[src/rtl/vedic_pkg.sv]
// Shared types and helpers for the sequential Vedic multiplier.
// Holds the FSM state encoding, the chunk width and the 2x2 Urdhva-Tiryagbhyam cell.
package vedic_pkg;

  localparam int CHUNK_W = 4;

  typedef enum logic [1:0] {
    IDLE = 2'd0,
    CALC = 2'd1,
    DONE = 2'd2
  } state_t;

  // Vertical-and-crosswise 2x2 product built from AND gates and half adders.
  function automatic logic [3:0] vedic_2x2(input logic [1:0] x, input logic [1:0] y);
    logic t0, t1, t2, t3, c1;
    logic [3:0] r;
    t0 = x[0] & y[0];
    t1 = x[1] & y[0];
    t2 = x[0] & y[1];
    t3 = x[1] & y[1];
    c1 = t1 & t2;
    r[0] = t0;
    r[1] = t1 ^ t2;
    r[2] = t3 ^ c1;
    r[3] = t3 & c1;
    return r;
  endfunction

endpackage

[src/rtl/vedic_mult_4bit.sv]
// Combinational 4x4 Vedic multiplier assembled from four 2x2 vertical-and-crosswise cells.
module vedic_mult_4bit
  import vedic_pkg::*;
(
  input  logic [3:0] a,
  input  logic [3:0] b,
  output logic [7:0] p
);

  logic [3:0] p_ll;
  logic [3:0] p_hl;
  logic [3:0] p_lh;
  logic [3:0] p_hh;
  logic [4:0] cross_sum;

  assign p_ll = vedic_2x2(a[1:0], b[1:0]);
  assign p_hl = vedic_2x2(a[3:2], b[1:0]);
  assign p_lh = vedic_2x2(a[1:0], b[3:2]);
  assign p_hh = vedic_2x2(a[3:2], b[3:2]);

  // The two crosswise terms share weight 4, so they are summed before alignment.
  assign cross_sum = {1'b0, p_hl} + {1'b0, p_lh};
  assign p = {4'b0000, p_ll} + {1'b0, cross_sum, 2'b00} + {p_hh, 4'b0000};

endmodule

[src/rtl/vedic_mult_seq.sv]
// Sequential unsigned multiplier that walks all 4-bit chunk pairs of a and b
// through a single 4x4 Vedic cell, accumulating shifted partial products.
module vedic_mult_seq
  import vedic_pkg::*;
#(
  parameter int WIDTH = 8
) (
  input  logic               clk,
  input  logic               rst,
  input  logic               in_valid,
  output logic               in_ready,
  input  logic [WIDTH-1:0]   a,
  input  logic [WIDTH-1:0]   b,
  output logic               out_valid,
  input  logic               out_ready,
  output logic [2*WIDTH-1:0] out,
  output logic               busy
);

  localparam int NCH   = WIDTH / CHUNK_W;
  localparam int IDX_W = (NCH > 1) ? $clog2(NCH) : 1;
  localparam int ACC_W = 2 * WIDTH;
  localparam logic [IDX_W-1:0] LAST_IDX = IDX_W'(NCH - 1);

  state_t             state_q, state_d;
  logic [WIDTH-1:0]   a_q, a_d;
  logic [WIDTH-1:0]   b_q, b_d;
  logic [ACC_W-1:0]   acc_q, acc_d;
  logic [ACC_W-1:0]   out_q, out_d;
  logic [IDX_W-1:0]   i_q, i_d;
  logic [IDX_W-1:0]   j_q, j_d;
  logic               in_ready_q, in_ready_d;
  logic               out_valid_q, out_valid_d;
  logic               busy_q, busy_d;

  logic [CHUNK_W-1:0] a_chunk;
  logic [CHUNK_W-1:0] b_chunk;
  logic [7:0]         prod;
  logic [IDX_W:0]     idx_sum;
  logic [ACC_W-1:0]   partial;

  always_comb begin
    a_chunk = '0;
    b_chunk = '0;
    for (int k = 0; k < NCH; k++) begin
      if (i_q == IDX_W'(k)) a_chunk = a_q[k*CHUNK_W +: CHUNK_W];
      if (j_q == IDX_W'(k)) b_chunk = b_q[k*CHUNK_W +: CHUNK_W];
    end
  end

  vedic_mult_4bit u_mult (
    .a (a_chunk),
    .b (b_chunk),
    .p (prod)
  );

  // Chunk pair (i, j) carries weight 2^(4*(i+j)).
  assign idx_sum = {1'b0, i_q} + {1'b0, j_q};
  assign partial = ACC_W'(prod) << {idx_sum, 2'b00};

  always_comb begin
    state_d     = state_q;
    a_d         = a_q;
    b_d         = b_q;
    acc_d       = acc_q;
    out_d       = out_q;
    i_d         = i_q;
    j_d         = j_q;
    in_ready_d  = in_ready_q;
    out_valid_d = out_valid_q;
    busy_d      = busy_q;

    case (state_q)
      IDLE: begin
        if (in_valid) begin
          a_d        = a;
          b_d        = b;
          acc_d      = '0;
          i_d        = '0;
          j_d        = '0;
          state_d    = CALC;
          in_ready_d = 1'b0;
          busy_d     = 1'b1;
        end
      end
      CALC: begin
        acc_d = acc_q + partial;
        if (i_q == LAST_IDX && j_q == LAST_IDX) begin
          out_d       = acc_q + partial;
          out_valid_d = 1'b1;
          state_d     = DONE;
        end else if (j_q == LAST_IDX) begin
          j_d = '0;
          i_d = i_q + 1'b1;
        end else begin
          j_d = j_q + 1'b1;
        end
      end
      DONE: begin
        if (out_ready) begin
          state_d     = IDLE;
          out_valid_d = 1'b0;
          in_ready_d  = 1'b1;
          busy_d      = 1'b0;
        end
      end
      default: begin
        state_d     = IDLE;
        in_ready_d  = 1'b1;
        out_valid_d = 1'b0;
        busy_d      = 1'b0;
      end
    endcase
  end

  always_ff @(posedge clk) begin
    if (rst) begin
      state_q     <= IDLE;
      a_q         <= '0;
      b_q         <= '0;
      acc_q       <= '0;
      out_q       <= '0;
      i_q         <= '0;
      j_q         <= '0;
      in_ready_q  <= 1'b1;
      out_valid_q <= 1'b0;
      busy_q      <= 1'b0;
    end else begin
      state_q     <= state_d;
      a_q         <= a_d;
      b_q         <= b_d;
      acc_q       <= acc_d;
      out_q       <= out_d;
      i_q         <= i_d;
      j_q         <= j_d;
      in_ready_q  <= in_ready_d;
      out_valid_q <= out_valid_d;
      busy_q      <= busy_d;
    end
  end

  assign in_ready  = in_ready_q;
  assign out_valid = out_valid_q;
  assign out       = out_q;
  assign busy      = busy_q;

endmodule

[config.mk]
export PLATFORM = sky130hd
export DESIGN_NAME = vedic_mult_seq
export DESIGN_NICKNAME = d
export VERILOG_FILES = /design/src/rtl/vedic_pkg.sv /design/src/rtl/vedic_mult_4bit.sv /design/src/rtl/vedic_mult_seq.sv
export SDC_FILE = /design/constraint.sdc
export NUM_CORES = 1
export LEC_CHECK = 0
export CAP_MARGIN = 20
export CORE_MARGIN = 1.5
export CORE_UTILIZATION = 51
export CTS_CLUSTER_SIZE = 14
export DETAILED_ROUTE_END_ITERATION = 6
export PLACE_DENSITY = 0.75
export SLEW_MARGIN = 20
export SYNTH_ARGS = -nofsm -noshare
export SYNTH_HDL_FRONTEND = slang
export SYNTH_SLANG_ARGS = --single-unit
[constraint.sdc]
create_clock -name clk -period 5.3 [get_ports clk]
set_clock_uncertainty 0.05 [all_clocks]
set_input_delay 1.06 -clock clk [delete_from_list [all_inputs] [get_ports clk]]
set_output_delay 1.06 -clock clk [all_outputs]
set_load 0.01 [all_outputs]
* After elaboration in Yosys (flattened, before gate mapping)
Index checks and enable logic that the tools add are counted. Widths: inputs -> output; s select.
Operators by class: $add $sub $neg 7, equal/unequal tests 7, shift-type cells 1, multiplexer cells 22, bitwise operators 34, reductions and logical operators 11
Operator list (number):
- $pmux 16 s2 | 1
- $and 1x1->1 | 24
- $add 16x16->16 | 1
- $mux 16 | 1
- $shl 8x4->16 | 1
- $reduce_and 3->1 | 4
- $ne 2x2->1 const B | 5
- $mux 1 | 9
- $pmux 1 s3 | 3
- $add 4x7->8 | 1
- $add 8x8->8 | 1
- $mux 4 | 2
- $xor 1x1->1 | 8
- $mux 2 | 3
- $pmux 2 s3 | 1
- $reduce_and 2->1 | 3
- $add 4x4->5 | 1
- $pmux 1 s2 | 2
- $reduce_and 4->1 | 1
- $add 1x1->1 const B | 2
- $add 1x1->2 | 1
- $eq 2x1->1 const B | 1
- $eq 2x2->1 const B | 1
- $logic_not 2->1 | 1
- 3 further kinds | 4
Storage, ports and cells: register bits 55, output and inout bits 19

* Logic depth before layout (Yosys ltp)
depth after elaboration 10, depth in mapped cells 23, mapped depth without buffers 22

* Modules after synthesis
From an unflattened synthesis, not the netlist that was laid out.
Second synthesis, totals: cells, all modules 435, area total of the unflattened synthesis 3598.5 sq um
By module, submodules not included:
- vedic_mult_seq | instances 1, cells each 377, area an instance 3086.7 sq um, seq. area each 1101.1 sq um
- vedic_mult_4bit | instances 1, cells each 58, area an instance 511.7 sq um, seq. area each 0.0 sq um

* Least setup slack after synthesis
OpenSTA, ideal clock, no wires.
path kind reg-to-reg, start point register j_q, end point register acc_q[15], arrival time 4867 ps, data required time 5127 ps, path slack 259 ps, cell stages (with the launch flop) 24, buffers on the path 1, period minus slack after synthesis 5041 ps, cell sequence dfxtp_1 -> clkbuf_1 -> mux2i_1 -> nor2_1 -> ha_1 -> ha_1 -> ha_1 -> a21o_1 -> a21o_1 -> ha_1 -> and3_1 -> a221o_1 -> nor2_1 -> xnor2_1 -> mux2i_1 -> nor2_1 -> ha_1 -> and2_1 -> nand4_1 -> a211oi_2 -> o31ai_1 -> xnor2_1 -> nand2_1 -> mux2_1
Between the ends: longest elaborated chain between the ends 10
Ends and longest elaborated chain:
- start: declaration | line vedic_mult_seq.sv:31 | logic [IDX_W-1:0] j_q, j_d;
- start signal: assignment | line vedic_mult_seq.sv:135 | j_q <= j_d;
- $mux 4 | line vedic_mult_seq.sv:47 | if (j_q == IDX_W'(k)) b_chunk = b_q[k*CHUNK_W +: CHUNK_W];
- $and 1x1->1, on equally long branches | line vedic_pkg.sv:18, vedic_pkg.sv:19
- $and 1x1->1 | line vedic_pkg.sv:21 | c1 = t1 & t2;
- $xor 1x1->1 or $and 1x1->1 (tied branches) | line vedic_pkg.sv:24, vedic_pkg.sv:25
- $add 4x4->5 | line vedic_mult_4bit.sv:22 | assign cross_sum = {1'b0, p_hl} + {1'b0, p_lh};
- $add 4x7->8 | line vedic_mult_4bit.sv:23 | assign p = {4'b0000, p_ll} + {1'b0, cross_sum, 2'b00} + {p_hh, 4'b0000};
- $add 8x8->8 | line vedic_mult_4bit.sv:23
- $shl 8x4->16 * | line vedic_mult_seq.sv:59 | assign partial = ACC_W'(prod) << {idx_sum, 2'b00};
- $add 16x16->16 * | line vedic_mult_seq.sv:87 | acc_d = acc_q + partial;
- $pmux 16 s2 * | line vedic_mult_seq.sv:73 | case (state_q)
- end signal: assignment | line vedic_mult_seq.sv:121 | acc_q <= '0;
- end signal: assignment | line vedic_mult_seq.sv:132 | acc_q <= acc_d;
- end: declaration | line vedic_mult_seq.sv:28 | logic [ACC_W-1:0] acc_q, acc_d;
Mark *: on every way between the ends. The rest lies on a longest branch, timed or not. A chain may end at the register's enable or synchronous reset.

* Final worst setup path
start point register i_q, end point register acc_q[15]
Between the ends: longest elaborated chain between the ends 10
Ends and longest elaborated chain:
- start: declaration | line vedic_mult_seq.sv:30 | logic [IDX_W-1:0] i_q, i_d;
- start signal: assignment | line vedic_mult_seq.sv:134 | i_q <= i_d;
- $mux 4 | line vedic_mult_seq.sv:46 | if (i_q == IDX_W'(k)) a_chunk = a_q[k*CHUNK_W +: CHUNK_W];
- $and 1x1->1, on equally long branches | line vedic_pkg.sv:18, vedic_pkg.sv:19
- $and 1x1->1 | line vedic_pkg.sv:21
- $xor 1x1->1 or $and 1x1->1 (tied branches) | line vedic_pkg.sv:24, vedic_pkg.sv:25
- $add 4x4->5 | line vedic_mult_4bit.sv:22
- $add 4x7->8 | line vedic_mult_4bit.sv:23
- $add 8x8->8 | line vedic_mult_4bit.sv:23
- $shl 8x4->16 * | line vedic_mult_seq.sv:59
- $add 16x16->16 * | line vedic_mult_seq.sv:87
- $pmux 16 s2 * | line vedic_mult_seq.sv:73
Marked as above.

==> metrics <==
drt pass-1 iters=6; hold path startpoint=out[2]$_SDFFE_PP0P_; Worst-Margin Slew=1.09 ns; synth cell count leaders=68 x nand2_1, 55 x dfxtp_1, 51 x a21oi_1; worst reg-to-reg setup slack=0.25 ns; Finish-stage setup viols=0; CP Launch Type=flip-flop; H-tree levels=2; Post-Place Worst Slack=-0.0266 ns; Die Ht=86.0 um; antenna-violating nets left=0; Final min period=5.05 ns; GRT Overall Usage=23.1%; met2 Track Usage GR=40.8%; RSZ-0062 raised after global routing=true; leakage=1.68 nW; DRT iter0 DRCs=186; WHS Path Cells=2; Slew HR=27.4%; share of layout cells above drive strength 1=7.14%; Peak supply drop=0.130 mV; Slew Viols, Final=0; CP top delay family=adder cells; Max Fclk=0.198 GHz; crit path kind=reg -> reg; HP Class=reg -> reg; CTS max path bufs=2; count leader, synth=nand2_1; Yosys top cell by area=dfxtp_1; top-area cell type share of the netlist area=31.4%; CP bufs+invs=0; Clock Sinks=55; largest cells by area after synthesis=dfxtp_1 31%, ha_1 12%, a21oi_1 7.3%; Reg2Reg Capture Point=acc_q[15]$_SDFFE_PP0P_; die span in x=86.0 um; Clock Power Share=30.7%; post-route design area=4130 um2; NetSw=224 uW; Top FF cell, synth=dfxtp_1; Logic pwr share=14.4%; Synth cell types=47; vias in the first global route=3056; Post-synth EDFFs=0; Synth Area in XOR/XNOR=4.24%; Hold Vio Cnt, Final=0; GR Util met3=3.56%; Post-synth ARST share=0%; first-pass GRT wire length=13.8 mm; GRT overflow=0; MaxCap Viol Count=0; Non-Filler Instances=556; crit path DAT=5.22 ns; CTS Root Cell=clkbuf_8; CTS tree=built; worst r2r src=i_q$_SDFFE_PP0P_; syn_nets=503; post-synthesis simple-gate area fraction=24.1%; outcome=finished, final reports clean; antenna diode count=0; CP peak stage delay=0.43 ns; final worst-path setup slack=0.248 ns; via density per instance=5.75; Mapped Cells=447; I/O pin count=39; Yosys Warn Count=0; Power Density=192 nW/um2; Core ar.=6720 um2; initial antenna violation count=0; hold_buf cts=0; final worst path period share=95.3%; Inst Count DP=545; hpwl dp=5.82 mm; Switching Fraction=28.2%; worst hold slack=0.407 ns; Vias=3199; Worst R2R Path Depth=22; slowest CP cell=dfxtp_4; Initial Util=52.3%; number of fill cells in the layout=602; Worst Setup End Kind=flip-flop; Critical Path RT=5.47 ns; Clk Latency, worst-skew pair=0.32 ns; Hold Path End=out[2]$_SDFFE_PP0P_; Final Util=61.5%; pin count of the biggest net entering global routing=69; die area=7390 um2; total power=793 uW; sequential power share=54.9%; area delta synth->final=17.6%; Synth Area in Adders=13.5%; busiest grt layer=met2; CTS Buf Count=5; Worst Path Max Fanout=7; CTS clock-pin slew for the worst setup and hold paths=0.11 ns; Final TNS setup=0 ns; Avg Synthesized Cell Area=7.85 um2; Synth Area in Compound Gates=19.1%; Final #Nets=531; routed wire length=8.01 mm; crit-path cells=mux2i_4 > nor2_1 > ha_1 > ha_1 > ha_1 > a21o_1 > a21o_1 > ha_4 > and3_1 > a221o_1 > nor2_1 > xnor2_1 > mux2i_1 > nor2_1 > ha_1 > and2_1 > nand4_1 > a211oi_2 > o31ai_2 > xnor2_1 > nand2_1 > mux2_1; sequential fraction of the synthesis area=31.4%; Post-Syn Area=3510 um2; drt wl/cell=14.4 um; GPL Wtd Cong=0.844; mux cell area share after synthesis=3.74%; #FFs+latches synth=55; # rows=30; largest family of logic cells by synthesized area=simple AND/OR/NAND/NOR gates; number of remaining DRC errors=0; Int Pwr=570 uW; met1 Use GR=27.7%; area post-placement=3940 um2; Critical Path Most Common Cell=ha_1; I/O Buffers=38
[layout by cell type, fill, tap and decap left out, drive strengths merged, types with 11 or more instances in the layout]
cell type | synthesis | layout
nand2 | 68 | 68
dfxtp | 55 | 55
a21oi | 51 | 51
nor2 | 49 | 49
clkdlybuf4s50 | 0 | 37
ha | 33 | 33
nand3 | 17 | 17
xnor2 | 13 | 13
mux2i | 12 | 12
a21o | 11 | 11
buf | 3 | 11
inv | 10 | 11
[metal layers]
layer,wire length (um),vias to the layer above
met5,0,-
li1,-,1623
met2,3900,86
met4,249,0
met3,355,19
met1,3510,1471
[cell type report]
type | count | area (um2) | share of cell area [%]
repair buffers | 48 | 453 | 11.0
multi-input cells | 355 | 2340 | 56.7
well taps | 80 | 100 | 2.42
inverters | 10 | 37.5 | 0.909
clock buffers | 6 | 72.6 | 1.76
flip-flops and latches | 55 | 1110 | 26.8
clock inverters | 2 | 16.3 | 0.394
[registers in the layout, summed over array words and instances (netlist names)]
name       count
j_q            1
a_q            8
in_ready       1
busy           1
acc_q         16
state_q        2
b_q            8
out_valid      1
out           16
i_q            1
[kinds of logic (layout without fill, tap and decap cells)]
logic type                 count (synthesis)  count (layout)
muxes                                     13              13
xor gates and xnor gates                  17              17
and+or+nand+nor                          182             182
AOI/OAI and AO/OA                        107             107
DFF                                       55              55
adders and majority gates                 36              36
buffers and inverters                     37              66
[power by group through the flow]
| stage | Clock [mW] | Combinational [mW] | Sequential [mW] |
|---|---|---|---|
| 3_3_place_gp | 0 | 0.109 | 0.443 |
| 4_1_cts | 0.250 | 0.112 | 0.434 |
| 6_report | 0.244 | 0.114 | 0.435 |
| 3_5_place_dp | 0 | 0.111 | 0.443 |
| 2_1_floorplan | 0 | 0.0751 | 0.439 |
| 5_1_grt | 0.265 | 0.129 | 0.437 |
[how the worst max path moves through the flow]
| stage | to | cells past startpoint | from |
|---|---|---|---|
| 6_report | acc_q[15]$_SDFFE_PP0P_ | 22 | i_q$_SDFFE_PP0P_ |
| 5_1_grt | acc_q[15]$_SDFFE_PP0P_ | 22 | i_q$_SDFFE_PP0P_ |
| 4_1_cts | acc_q[15]$_SDFFE_PP0P_ | 22 | j_q$_SDFFE_PP0P_ |
| 3_5_place_dp | acc_q[15]$_SDFFE_PP0P_ | 22 | i_q$_SDFFE_PP0P_ |
| 3_3_place_gp | acc_q[15]$_SDFFE_PP0P_ | 22 | i_q$_SDFFE_PP0P_ |
| 2_1_floorplan | acc_q[15]$_SDFFE_PP0P_ | 23 | j_q$_SDFFE_PP0P_ |
[worst reg2reg max path: stages, from the launching register on]
cell and delay [ns]:
dfxtp_4 0.43, mux2i_4 0.28, nor2_1 0.07, ha_1 0.18
ha_1 0.27, ha_1 0.33, a21o_1 0.19, a21o_1 0.21
ha_4 0.26, and3_1 0.14, a221o_1 0.36, nor2_1 0.13
xnor2_1 0.10, mux2i_1 0.14, nor2_1 0.07, ha_1 0.38
and2_1 0.16, nand4_1 0.14, a211oi_2 0.29, o31ai_2 0.11
xnor2_1 0.22, nand2_1 0.10, mux2_1 0.35
[repair_timing]
| action | 4_1_cts | 5_1_grt |
|---|---|---|
| endpoints found under the hold margin | 0 | 0 |
| setup buffers | 0 | 3 |
| resized for setup | 2 | 13 |
| pin swaps | 0 | 3 |
| endpoints found under the setup margin | 1 | 9 |
Power figures use the tool's default switching activity.
